File: src/rtl/mem_map_pkg.sv
// ============================================================================
// Module      : mem_map_pkg
// Description : Memory-map constants and FSM state encoding for mem_bus_responder.
// Revision    : 1.0 - initial release
// ============================================================================
`default_nettype none
`timescale 1ns/1ps

package mem_map_pkg;

    localparam logic [15:0] IO_BASE = 16'hFF00;

    localparam logic [7:0] IO_LED = 8'd0;
    localparam logic [7:0] IO_SW  = 8'd1;
    localparam logic [7:0] IO_CYC = 8'd2;

    typedef enum logic [2:0] {
        IDLE    = 3'd0,
        RD_WAIT = 3'd1,
        WR      = 3'd2,
        IO      = 3'd3,
        RESP    = 3'd4
    } state_t;

endpackage

`default_nettype wire

File: src/rtl/sync_2ff.sv
// ============================================================================
// Module      : sync_2ff
// Description : Two-flop synchroniser for a bus of quasi-static inputs.
// Revision    : 1.0 - initial release
// ============================================================================
`default_nettype none
`timescale 1ns/1ps

module sync_2ff #(
    parameter int WIDTH = 16
) (
    input  logic             clk,
    input  logic             rst_n,
    input  logic [WIDTH-1:0] i_d,
    output logic [WIDTH-1:0] o_q
);

    logic [WIDTH-1:0] r_meta;
    logic [WIDTH-1:0] r_sync;

    always_ff @(posedge clk or negedge rst_n) begin
        if (!rst_n) begin
            r_meta <= '0;
            r_sync <= '0;
        end else begin
            r_meta <= i_d;
            r_sync <= r_meta;
        end
    end

    assign o_q = r_sync;

endmodule

`default_nettype wire

File: src/rtl/mem_bus_responder.sv
// ============================================================================
// Module      : mem_bus_responder
// Description : Single-outstanding CPU request responder for block RAM and a
//               256-word memory-mapped I/O window (LED, switches, cycle count).
// Revision    : 1.0 - initial release
// ============================================================================
`default_nettype none
`timescale 1ns/1ps

module mem_bus_responder #(
    parameter int                ADDR_W  = 16,
    parameter int                DATA_W  = 16,
    parameter int                RAM_LAT = 1,
    parameter logic [ADDR_W-1:0] IO_BASE = mem_map_pkg::IO_BASE
) (
    input  logic              clk,
    input  logic              reset,
    input  logic              req_valid,
    output logic              req_ready,
    input  logic              req_we,
    input  logic              req_fetch,
    input  logic [ADDR_W-1:0] req_addr,
    input  logic [DATA_W-1:0] req_wdata,
    output logic              rsp_valid,
    output logic [DATA_W-1:0] rsp_rdata,
    output logic [ADDR_W-1:0] ram_addr,
    output logic              ram_we,
    output logic [DATA_W-1:0] ram_din,
    input  logic [DATA_W-1:0] ram_dout,
    input  logic [15:0]       sw_in,
    output logic [15:0]       led_out,
    output logic              bus_err
);

    import mem_map_pkg::*;

    state_t            r_state;
    state_t            w_state_nxt;
    logic              r_we;
    logic              r_fetch;
    logic [ADDR_W-1:0] r_addr;
    logic [DATA_W-1:0] r_wdata;
    logic [1:0]        r_lat_cnt;
    logic [DATA_W-1:0] r_rdata;
    logic [15:0]       r_led;
    logic [15:0]       r_cyc;
    logic              r_err;

    logic              w_accept;
    logic              w_is_io;
    logic [ADDR_W-1:0] w_off;
    logic [7:0]        w_io_off;
    logic [15:0]       w_sw_sync;
    logic [DATA_W-1:0] w_io_rdata;

    sync_2ff #(
        .WIDTH (16)
    ) u_sw_sync (
        .clk   (clk),
        .rst_n (reset),
        .i_d   (sw_in),
        .o_q   (w_sw_sync)
    );

    // Window is IO_BASE..IO_BASE+255 inclusive; the offset test also rejects wrap-around.
    assign w_off    = req_addr - IO_BASE;
    assign w_is_io  = (req_addr >= IO_BASE) && (w_off < ADDR_W'(256));
    assign w_accept = req_valid && (r_state == IDLE);
    assign w_io_off = 8'(r_addr - IO_BASE);

    always_comb begin
        w_io_rdata = '0;
        case (w_io_off)
            IO_LED:  w_io_rdata = DATA_W'(r_led);
            IO_SW:   w_io_rdata = DATA_W'(w_sw_sync);
            IO_CYC:  w_io_rdata = DATA_W'(r_cyc);
            default: w_io_rdata = '0;
        endcase
    end

    always_ff @(posedge clk or negedge reset) begin
        if (!reset) begin
            r_state <= IDLE;
        end else begin
            r_state <= w_state_nxt;
        end
    end

    // RD_WAIT spans RAM_LAT+1 cycles so ram_dout is sampled one cycle after it settles.
    always_comb begin
        w_state_nxt = r_state;
        req_ready   = 1'b0;
        rsp_valid   = 1'b0;
        ram_we      = 1'b0;
        ram_addr    = r_addr;
        case (r_state)
            IDLE: begin
                req_ready = 1'b1;
                if (req_valid) begin
                    ram_addr = req_addr;
                end
                if (w_accept) begin
                    if (w_is_io) begin
                        w_state_nxt = IO;
                    end else if (req_we && !req_fetch) begin
                        w_state_nxt = WR;
                    end else begin
                        w_state_nxt = RD_WAIT;
                    end
                end
            end
            RD_WAIT: begin
                if (r_lat_cnt == 2'(RAM_LAT)) begin
                    w_state_nxt = RESP;
                end
            end
            WR: begin
                ram_we      = 1'b1;
                w_state_nxt = RESP;
            end
            IO: begin
                w_state_nxt = RESP;
            end
            RESP: begin
                rsp_valid   = 1'b1;
                w_state_nxt = IDLE;
            end
            default: begin
                w_state_nxt = IDLE;
            end
        endcase
    end

    always_ff @(posedge clk or negedge reset) begin
        if (!reset) begin
            r_we      <= 1'b0;
            r_fetch   <= 1'b0;
            r_addr    <= '0;
            r_wdata   <= '0;
            r_lat_cnt <= '0;
            r_rdata   <= '0;
            r_led     <= '0;
            r_cyc     <= '0;
            r_err     <= 1'b0;
        end else begin
            r_cyc <= r_cyc + 16'd1;
            if (w_accept) begin
                r_we      <= req_we;
                r_fetch   <= req_fetch;
                r_addr    <= req_addr;
                r_wdata   <= req_wdata;
                r_lat_cnt <= '0;
            end
            if (r_state == RD_WAIT) begin
                r_lat_cnt <= r_lat_cnt + 2'd1;
                if (r_lat_cnt == 2'(RAM_LAT)) begin
                    r_rdata <= ram_dout;
                end
            end
            // Fetching instructions from I/O space is a bus error; it still completes.
            if (r_state == IO) begin
                if (r_fetch) begin
                    r_rdata <= '0;
                    r_err   <= 1'b1;
                end else if (r_we) begin
                    if (w_io_off == IO_LED) begin
                        r_led <= 16'(r_wdata);
                    end
                end else begin
                    r_rdata <= w_io_rdata;
                end
            end
        end
    end

    assign rsp_rdata = r_rdata;
    assign ram_din   = r_wdata;
    assign led_out   = r_led;
    assign bus_err   = r_err;

endmodule

`default_nettype wire

File: config.mk
export PLATFORM = sky130hd
export DESIGN_NAME = mem_bus_responder
export DESIGN_NICKNAME = d
export VERILOG_FILES = /design/src/rtl/mem_map_pkg.sv /design/src/rtl/sync_2ff.sv /design/src/rtl/mem_bus_responder.sv
export SDC_FILE = /design/constraint.sdc
export NUM_CORES = 1
export LEC_CHECK = 0
export ABC_AREA = 1
export CORE_MARGIN = 4
export CORE_UTILIZATION = 44
export DETAILED_ROUTE_END_ITERATION = 10
export PLACE_DENSITY = 0.76
export SETUP_SLACK_MARGIN = 0.2
export SYNTH_ARGS = -nofsm -noshare
export SYNTH_HDL_FRONTEND = slang
export SYNTH_HIERARCHICAL = 1
export SYNTH_SLANG_ARGS = --single-unit
File: constraint.sdc
create_clock -name clk -period 1.9 [get_ports clk]
set_clock_uncertainty 0.15 [all_clocks]
set_input_delay 0.57 -clock clk [delete_from_list [all_inputs] [get_ports clk]]
set_output_delay 0.57 -clock clk [all_outputs]
set_load 0.03 [all_outputs]
==> results of run 1 <==
-- worst max-delay path: stages, from the launching register on --
cell and delay [ns]:
sky130_fd_sc_hd__dfrtp_2 0.44, sky130_fd_sc_hd__nor2_8 0.12, sky130_fd_sc_hd__nand2_2 0.06, sky130_fd_sc_hd__inv_4 0.08, sky130_fd_sc_hd__nand2_8 0.08, sky130_fd_sc_hd__clkinv_8 0.08, sky130_fd_sc_hd__buf_6 0.14, sky130_fd_sc_hd__nand2_2 0.09
sky130_fd_sc_hd__nand2_4 0.08, sky130_fd_sc_hd__buf_6 0.12
-- metal layers --
| layer | global-route usage, % | up-vias |
|---|---|---|
| met5 | 0 | - |
| met4 | 7.73 | 0 |
| met3 | 5.75 | 39 |
| met2 | 40.5 | 217 |
| met1 | 29.1 | 2447 |
| li1 | - | 2322 |
-- where the power goes --
| part | switching [mW] | leakage (nW) | internal, mW |
|---|---|---|---|
| logic | 3.48 | 2.41 | 2.59 |
| clock network | 1.25 | 0.271 | 1.73 |
| registers | 0.460 | 1.49 | 3.18 |
| total | 5.19 | 4.17 | 7.51 |
-- flip-flops by register name, indices dropped and copies added (netlist names) --
signal,flops
r_fetch,1
r_lat_cnt,2
r_addr,16
led_out,16
rsp_rdata,16
ram_din,16
r_state,3
u_sw_sync/r_meta,16
r_cyc,16
u_sw_sync/o_q,16
bus_err,1
r_we,1
-- cells in the mapped netlist --
cell	count
sky130_fd_sc_hd__a21oi_1	1
sky130_fd_sc_hd__buf_1	1
sky130_fd_sc_hd__buf_2	13
sky130_fd_sc_hd__buf_4	2
sky130_fd_sc_hd__buf_6	6
sky130_fd_sc_hd__clkbuf_1	4
sky130_fd_sc_hd__clkbuf_2	1
sky130_fd_sc_hd__dfrtp_1	120
sky130_fd_sc_hd__ha_1	2
sky130_fd_sc_hd__inv_1	43
sky130_fd_sc_hd__inv_2	4
sky130_fd_sc_hd__nand2_1	192
sky130_fd_sc_hd__nand2_4	1
sky130_fd_sc_hd__nand3_1	59
sky130_fd_sc_hd__nand3_2	1
sky130_fd_sc_hd__nand3b_1	2
sky130_fd_sc_hd__nand4_1	19
sky130_fd_sc_hd__nor2_1	46
sky130_fd_sc_hd__nor2_2	3
sky130_fd_sc_hd__nor2_4	1
sky130_fd_sc_hd__nor2_8	1
sky130_fd_sc_hd__nor3_1	7
sky130_fd_sc_hd__o21ai_0	45
sky130_fd_sc_hd__o21ai_1	8
sky130_fd_sc_hd__xnor2_1	3
sky130_fd_sc_hd__xor2_1	7
-- cells in the final DEF (no fill, tap or decap), types with 12 or more instances in the layout --
master / n
sky130_fd_sc_hd__nand2_1: 137
sky130_fd_sc_hd__buf_6: 72
sky130_fd_sc_hd__buf_12: 12
sky130_fd_sc_hd__nand2_2: 36
sky130_fd_sc_hd__nand3_1: 53
sky130_fd_sc_hd__buf_4: 62
sky130_fd_sc_hd__nor2_1: 29
sky130_fd_sc_hd__nor2_4: 13
sky130_fd_sc_hd__o21ai_0: 23
sky130_fd_sc_hd__clkbuf_16: 18
sky130_fd_sc_hd__nand2_4: 19
sky130_fd_sc_hd__dfrtp_1: 118
sky130_fd_sc_hd__clkdlybuf4s50_1: 66
sky130_fd_sc_hd__nand4_1: 19
sky130_fd_sc_hd__inv_1: 43
sky130_fd_sc_hd__o21ai_1: 20
-- timing repair --
item | 4_1_cts | 5_1_grt
resized for setup | 376 | 123
hold buffers | 1 | 0
pin swaps | 22 | 15
setup buffers | 27 | 15
gates cloned | 4 | 1
setup endpoints to repair | 93 | 109
hold endpoints to repair | 1 | 0
-- worst max-delay path by stage --
stage / cells past startpoint / end / slack [ns] / startpoint
floorplan: 10 / ram_addr[10] / -0.20 / r_state[1]
global placement: 7 / ram_addr[1] / -0.56 / req_valid
detailed placement: 7 / ram_addr[2] / -0.57 / req_valid
CTS: 8 / ram_addr[12] / -0.51 / r_state[1]
global route: 9 / ram_addr[13] / -0.58 / r_state[1]
finish: 9 / ram_addr[13] / -0.53 / r_state[1]
-- cells by family after synthesis --
group                    count (synthesis)
AO/OA/AOI/OAI                           54
XOR/XNOR                                10
adder cells (fa/ha/maj)                  2
buffers and inverters                   74
flip-flops                             120
AND/OR/NAND/NOR                        332
-- final cells by class --
class	count	area share (%)
tap	143	2.08
clock inverter	14	1.37
sequential	120	34.9
timing repair buffer	220	27.3
clock buffer	18	5.10
inverter	47	2.40
multi-input combinational	398	26.9
==> impl_metrics.xml, run 1 <==
<?xml version="1.0" encoding="UTF-8"?>
<metrics>
  <group name="clock_network">
    <metric name="tritoncts.num_buffers" unit="">17</metric>
    <metric name="clkLatencyLatePin" unit="ns">0.42</metric>
    <metric name="clkTransAtPathRegs" unit="ns">0.06</metric>
    <metric name="clockBufferDepth" unit="">2</metric>
    <metric name="cts_root_buffer" unit="">sky130_fd_sc_hd__clkbuf_16</metric>
    <metric name="clock_tree_from_tritoncts" unit="">yes</metric>
    <metric name="cts-htree-levels" unit="">4</metric>
    <metric name="cts.sinks" unit="">120</metric>
  </group>
  <group name="placement">
    <metric name="placement.setup.worst_slack" unit="ns">-0.575</metric>
    <metric name="place_congestion" unit="">0.847</metric>
    <metric name="port-buffer-count" unit="">136</metric>
    <metric name="dpl_cell_area" unit="um^2">7010</metric>
    <metric name="placed_cells" unit="">880</metric>
    <metric name="dp_hpwl" unit="um">10200</metric>
  </group>
  <group name="yosys">
    <metric name="ys_seq_area_share" unit="%">58.2</metric>
    <metric name="synth_top_cells_by_area" unit="">sky130_fd_sc_hd__dfrtp_1 58%, sky130_fd_sc_hd__nand2_1 14%, sky130_fd_sc_hd__nand3_1 5.7%</metric>
    <metric name="post-synth-top-area-cell" unit="">sky130_fd_sc_hd__dfrtp_1</metric>
    <metric name="yosys_register_bits" unit="">120</metric>
    <metric name="ys_warn_count" unit="">6</metric>
    <metric name="synth_nets" unit="">663</metric>
    <metric name="synth_top_area_share" unit="%">58.2</metric>
    <metric name="compound_gate_portion_of_the_synthesized_area" unit="%">5.24</metric>
    <metric name="main_combinational_cell_family_by_area_after_synthesis" unit="">simple AND/OR/NAND/NOR gates</metric>
    <metric name="postSynthAreaPerCell" unit="um^2">8.72</metric>
    <metric name="post_synth_and_or_nand_nor_area_fraction" unit="%">27.7</metric>
    <metric name="synth_cell_types" unit="">26</metric>
    <metric name="syn_inst" unit="">592</metric>
    <metric name="synthAdderAreaFrac" unit="%">0.485</metric>
    <metric name="post_synth_instance_area" unit="um^2">5160</metric>
    <metric name="synth_xor_xnor_area_share" unit="%">1.70</metric>
    <metric name="synth_mux_area_share" unit="%">0</metric>
  </group>
  <group name="critical_path">
    <metric name="crit_type" unit="">register to output port</metric>
    <metric name="worst_r2r_endpoint" unit="">rsp_rdata[2]</metric>
    <metric name="reg2regPathDepth" unit="">13</metric>
    <metric name="crit_fanout" unit="">6</metric>
    <metric name="worst_setup_path_end_kind" unit="">output port</metric>
    <metric name="reg2reg_from" unit="">r_state[2]</metric>
    <metric name="worstPathRequired" unit="ns">1.18</metric>
    <metric name="worst_ep_arrival" unit="ns">1.71</metric>
    <metric name="setup_slack_of_the_worst_register_to_register_path" unit="ns">-0.12</metric>
    <metric name="crit_start_category" unit="">register</metric>
  </group>
  <group name="detailed_routing">
    <metric name="drt_iter0_drc" unit="">418</metric>
    <metric name="drc_errors" unit="">0</metric>
    <metric name="met1_length" unit="um">6360</metric>
    <metric name="vias" unit="">5025</metric>
    <metric name="drt_first_pass_iters" unit="">5</metric>
    <metric name="postRouteWirelength" unit="um">16500</metric>
    <metric name="topRoutingLayerUsed" unit="">met4</metric>
    <metric name="ant_nets" unit="">0</metric>
    <metric name="drt-vias-per-instance" unit="">5.23</metric>
    <metric name="met2_wirelength" unit="um">8630</metric>
    <metric name="detailroute.wirelength.met3" unit="um">1010</metric>
    <metric name="routedWlPerCell" unit="um">17.2</metric>
  </group>
  <group name="pwr">
    <metric name="power_leakage" unit="nW">4.17</metric>
    <metric name="fin_total_pwr" unit="mW">12.7</metric>
    <metric name="p_per_area" unit="nW/um^2">1480</metric>
    <metric name="vdd_drop_max" unit="V">0.00128</metric>
  </group>
  <group name="status">
    <metric name="run_status" unit="">complete, but fails checks</metric>
    <metric name="violations" unit="">setup timing</metric>
  </group>
  <group name="worst_hold_path">
    <metric name="worstHoldPathType" unit="">register to register</metric>
    <metric name="hold_path_startpoint" unit="">u_sw_sync/r_meta[2]</metric>
    <metric name="hold_end" unit="">u_sw_sync/o_q[2]</metric>
    <metric name="min_path_cells" unit="">0</metric>
  </group>
  <group name="timing">
    <metric name="timing.final.crit_period" unit="ns">2.43</metric>
    <metric name="finalCritPeriodShare" unit="%">128</metric>
    <metric name="rsz0062_at_grt" unit="">yes</metric>
    <metric name="timing.setup.tns" unit="ns">-10.48</metric>
    <metric name="fmax" unit="MHz">412</metric>
    <metric name="slew_violations" unit="">0</metric>
    <metric name="hold_viol_final" unit="">0</metric>
    <metric name="slew_headroom" unit="%">74.2</metric>
    <metric name="final-setup-viol-count" unit="">51</metric>
    <metric name="finalHoldWorstSlack" unit="ns">0.197</metric>
    <metric name="tightest_pin_transition" unit="ns">0.385</metric>
    <metric name="postLayoutSetupSlackWorst" unit="ns">-0.526</metric>
  </group>
  <group name="global_routing">
    <metric name="grt_pass1_wl" unit="um">24400</metric>
    <metric name="initial_antenna_violation_count" unit="">0</metric>
    <metric name="grt_pass1_vias" unit="">4972</metric>
    <metric name="grt-ovfl-total" unit="">0</metric>
    <metric name="grt_util_all_layers" unit="%">23.5</metric>
    <metric name="largest_net_degree_at_the_start_of_global_routing" unit="">67</metric>
  </group>
  <group name="finish">
    <metric name="num_antenna_cells" unit="">0</metric>
    <metric name="multi_input_area" unit="um^2">2310</metric>
    <metric name="drive_above_1_share" unit="%">35.3</metric>
    <metric name="fin_area" unit="um^2">8600</metric>
    <metric name="layout_cells_excl_fill" unit="">960</metric>
    <metric name="layout.area.seq" unit="um^2">3010</metric>
    <metric name="layout-area-overhead-vs-synth" unit="%">66.7</metric>
    <metric name="finalNetCount" unit="">875</metric>
    <metric name="fillers" unit="">691</metric>
    <metric name="finalCoreUtilization" unit="%">75.0</metric>
  </group>
  <group name="die">
    <metric name="fp.dieW" unit="um">116</metric>
    <metric name="io_pins" unit="">137</metric>
    <metric name="initial_utilization" unit="%">45.0</metric>
    <metric name="core.rowCount" unit="">39</metric>
    <metric name="die_y_extent" unit="um">116</metric>
    <metric name="die_area" unit="um^2">13500</metric>
    <metric name="core-area" unit="um^2">11500</metric>
  </group>
  <group name="flow_run">
    <metric name="timing.max_cap.violations" unit="">0</metric>
  </group>
</metrics>
Note: power is estimated with default switching activity, not from simulation.
==> run 2, diff against run 1 <==
--- a/config.mk
+++ b/config.mk
@@ -9,6 +9,7 @@
 export CORE_MARGIN = 4
 export CORE_UTILIZATION = 44
 export DETAILED_ROUTE_END_ITERATION = 10
+export GPL_TIMING_DRIVEN = 0
 export PLACE_DENSITY = 0.76
 export SETUP_SLACK_MARGIN = 0.2
 export SYNTH_ARGS = -nofsm -noshare
==> impl_metrics.xml, run 2 (synthesis results as in run 1) <==
<?xml version="1.0" encoding="UTF-8"?>
<metrics>
  <group name="status">
    <metric name="run_status" unit="">complete, but fails checks</metric>
    <metric name="violations" unit="">setup timing</metric>
  </group>
  <group name="finish">
    <metric name="layout_cells_excl_fill" unit="">970</metric>
    <metric name="fillers" unit="">677</metric>
    <metric name="num_antenna_cells" unit="">0</metric>
    <metric name="fin_area" unit="um^2">8820</metric>
    <metric name="finalNetCount" unit="">887</metric>
    <metric name="final_cell_mix" unit="">139 x sky130_fd_sc_hd__nand2_1, 118 x sky130_fd_sc_hd__dfrtp_1, 86 x sky130_fd_sc_hd__buf_6</metric>
    <metric name="drive_above_1_share" unit="%">36.9</metric>
    <metric name="layout-area-overhead-vs-synth" unit="%">70.9</metric>
    <metric name="commonest_non_fill_non_tap_cell_in_the_layout" unit="">sky130_fd_sc_hd__nand2_1</metric>
    <metric name="finalCoreUtilization" unit="%">76.9</metric>
  </group>
  <group name="global_routing">
    <metric name="initial_antenna_violation_count" unit="">0</metric>
    <metric name="grt_util_all_layers" unit="%">23.1</metric>
    <metric name="grt_busiest_layer" unit="">met2</metric>
    <metric name="grt-ovfl-total" unit="">0</metric>
    <metric name="global_route.usage.met3" unit="%">4.25</metric>
    <metric name="met1_usage" unit="%">30.1</metric>
    <metric name="largest_net_degree_at_the_start_of_global_routing" unit="">72</metric>
    <metric name="grt_pass1_vias" unit="">4791</metric>
    <metric name="grt_pass1_wl" unit="um">23800</metric>
    <metric name="gr-usage-met2" unit="%">37.7</metric>
  </group>
  <group name="timing">
    <metric name="postLayoutSetupSlackWorst" unit="ns">-0.652</metric>
    <metric name="hold_viol_final" unit="">0</metric>
    <metric name="fmax" unit="MHz">392</metric>
    <metric name="tightest_pin_transition" unit="ns">0.637</metric>
    <metric name="final-setup-viol-count" unit="">19</metric>
    <metric name="timing.setup.tns" unit="ns">-10.40</metric>
    <metric name="slew_headroom" unit="%">57.5</metric>
    <metric name="rsz0062_at_grt" unit="">yes</metric>
    <metric name="slew_violations" unit="">0</metric>
    <metric name="timing.final.crit_period" unit="ns">2.55</metric>
    <metric name="finalCritPeriodShare" unit="%">134</metric>
    <metric name="finalHoldWorstSlack" unit="ns">0.0364</metric>
  </group>
  <group name="critical_path">
    <metric name="crit_type" unit="">register to output port</metric>
    <metric name="worstPathCellList" unit="">nor2_8 -&gt; nand2_4 -&gt; inv_4 -&gt; nand2_4 -&gt; inv_4 -&gt; buf_8 -&gt; buf_12 -&gt; buf_12 -&gt; nand2_4 -&gt; nand2_4 -&gt; buf_6</metric>
    <metric name="crit_start_category" unit="">register</metric>
    <metric name="worst_setup_path_end_kind" unit="">output port</metric>
    <metric name="crit_path_frequent_cell" unit="">sky130_fd_sc_hd__nand2_4</metric>
    <metric name="critical_path.slowest_cell" unit="">sky130_fd_sc_hd__dfrtp_2</metric>
    <metric name="worstPathRequired" unit="ns">1.18</metric>
    <metric name="cpPeakStageDelay" unit="ns">0.45</metric>
    <metric name="worst_ep_arrival" unit="ns">1.83</metric>
    <metric name="crit_fanout" unit="">7</metric>
  </group>
  <group name="die">
    <metric name="fp.dieW" unit="um">116</metric>
    <metric name="die_area" unit="um^2">13500</metric>
    <metric name="core.rowCount" unit="">39</metric>
    <metric name="initial_utilization" unit="%">45.0</metric>
    <metric name="core-area" unit="um^2">11500</metric>
    <metric name="io_pins" unit="">137</metric>
    <metric name="die_y_extent" unit="um">116</metric>
  </group>
  <group name="placement">
    <metric name="dp_hpwl" unit="um">10300</metric>
    <metric name="placed_cells" unit="">872</metric>
    <metric name="placement.setup.worst_slack" unit="ns">-1.34</metric>
    <metric name="port-buffer-count" unit="">136</metric>
    <metric name="dpl_cell_area" unit="um^2">6940</metric>
    <metric name="place_congestion" unit="">0.872</metric>
  </group>
  <group name="clock_network">
    <metric name="tritoncts.num_buffers" unit="">17</metric>
    <metric name="clock_tree_from_tritoncts" unit="">yes</metric>
    <metric name="clockBufferDepth" unit="">2</metric>
    <metric name="clkTransAtPathRegs" unit="ns">0.05</metric>
    <metric name="cts_hold_buf" unit="">0</metric>
    <metric name="cts-htree-levels" unit="">4</metric>
    <metric name="cts.sinks" unit="">120</metric>
    <metric name="cts_root_buffer" unit="">sky130_fd_sc_hd__clkbuf_16</metric>
    <metric name="clkLatencyLatePin" unit="ns">0.41</metric>
  </group>
  <group name="detailed_routing">
    <metric name="ant_nets" unit="">0</metric>
    <metric name="drt_iter0_drc" unit="">540</metric>
    <metric name="drc_errors" unit="">0</metric>
    <metric name="drt-vias-per-instance" unit="">5.39</metric>
    <metric name="vias" unit="">5229</metric>
    <metric name="drt_first_pass_iters" unit="">5</metric>
    <metric name="postRouteWirelength" unit="um">18100</metric>
    <metric name="routedWlPerCell" unit="um">18.7</metric>
  </group>
  <group name="worst_hold_path">
    <metric name="worstHoldPathType" unit="">input port to asynchronous set/reset pin</metric>
  </group>
  <group name="pwr">
    <metric name="fin_total_pwr" unit="mW">13.0</metric>
    <metric name="vdd_drop_max" unit="V">0.000929</metric>
    <metric name="power_leakage" unit="nW">4.30</metric>
    <metric name="p_per_area" unit="nW/um^2">1480</metric>
  </group>
  <group name="flow_run">
    <metric name="timing.max_cap.violations" unit="">0</metric>
  </group>
</metrics>
[run 2: area by class of cell]
class,count,area (um^2),share of cell area (%)
clock buffer,21,460,5.22
inverter,47,189,2.14
sequential,120,3010,34.1
timing repair buffer,205,2120,24.1
multi-input combinational,398,2490,28.2
tap,143,179,2.03
clock inverter,9,77.6,0.879
buffer,27,300,3.40
[run 2: routing by layer]
metal / routed length, um / part of all wire (%)
met2: 9290 / 51
met4: 790 / 4.4
met3: 984 / 5.4
met1: 7060 / 39
met5: 0 / 0
[run 2: critical path, delay by kind of cell, from the launching register on]
| family | cells | cell delay, ns |
|---|---|---|
| AND/OR/NAND/NOR | 5 | 0.35 |
| buffers and inverters | 6 | 0.61 |
| flip-flops | 1 | 0.45 |
[run 2: timing repair]
item                                   in CTS  in global routing
resized for setup                         455                242
pin swaps                                  12                 50
buffers inserted                           29                 32
gates cloned                                1                  6
setup endpoints to repair                  95                124
endpoints found under the hold margin       0                  0
[run 2: path summary, 6_finish.rpt]
| path | startpoint | slack [ns] | depth (start not counted) | end |
|---|---|---|---|---|
| hold / removal | reset | 0.04 | 1 | bus_err |
| setup reg to reg | r_state[1] | 0.08 | 10 | led_out[6] |
| hold reg to reg | u_sw_sync/r_meta[10] | 0.19 | 0 | u_sw_sync/o_q[10] |
| min in group clk | u_sw_sync/r_meta[10] | 0.19 | 0 | u_sw_sync/o_q[10] |
| max in group asynchronous | reset | 0.79 | 2 | led_out[8] |
| setup / recovery | r_state[2] | -0.65 | 11 | ram_addr[5] |
[run 2: where the power goes]
group	internal (mW)	leakage (nW)	total, mW	switching (mW)
Sequential	3.18	1.49	3.67	0.481
Combinational	2.70	2.55	6.43	3.72
Clock	1.84	0.260	2.93	1.10
Total	7.72	4.30	13.0	5.30
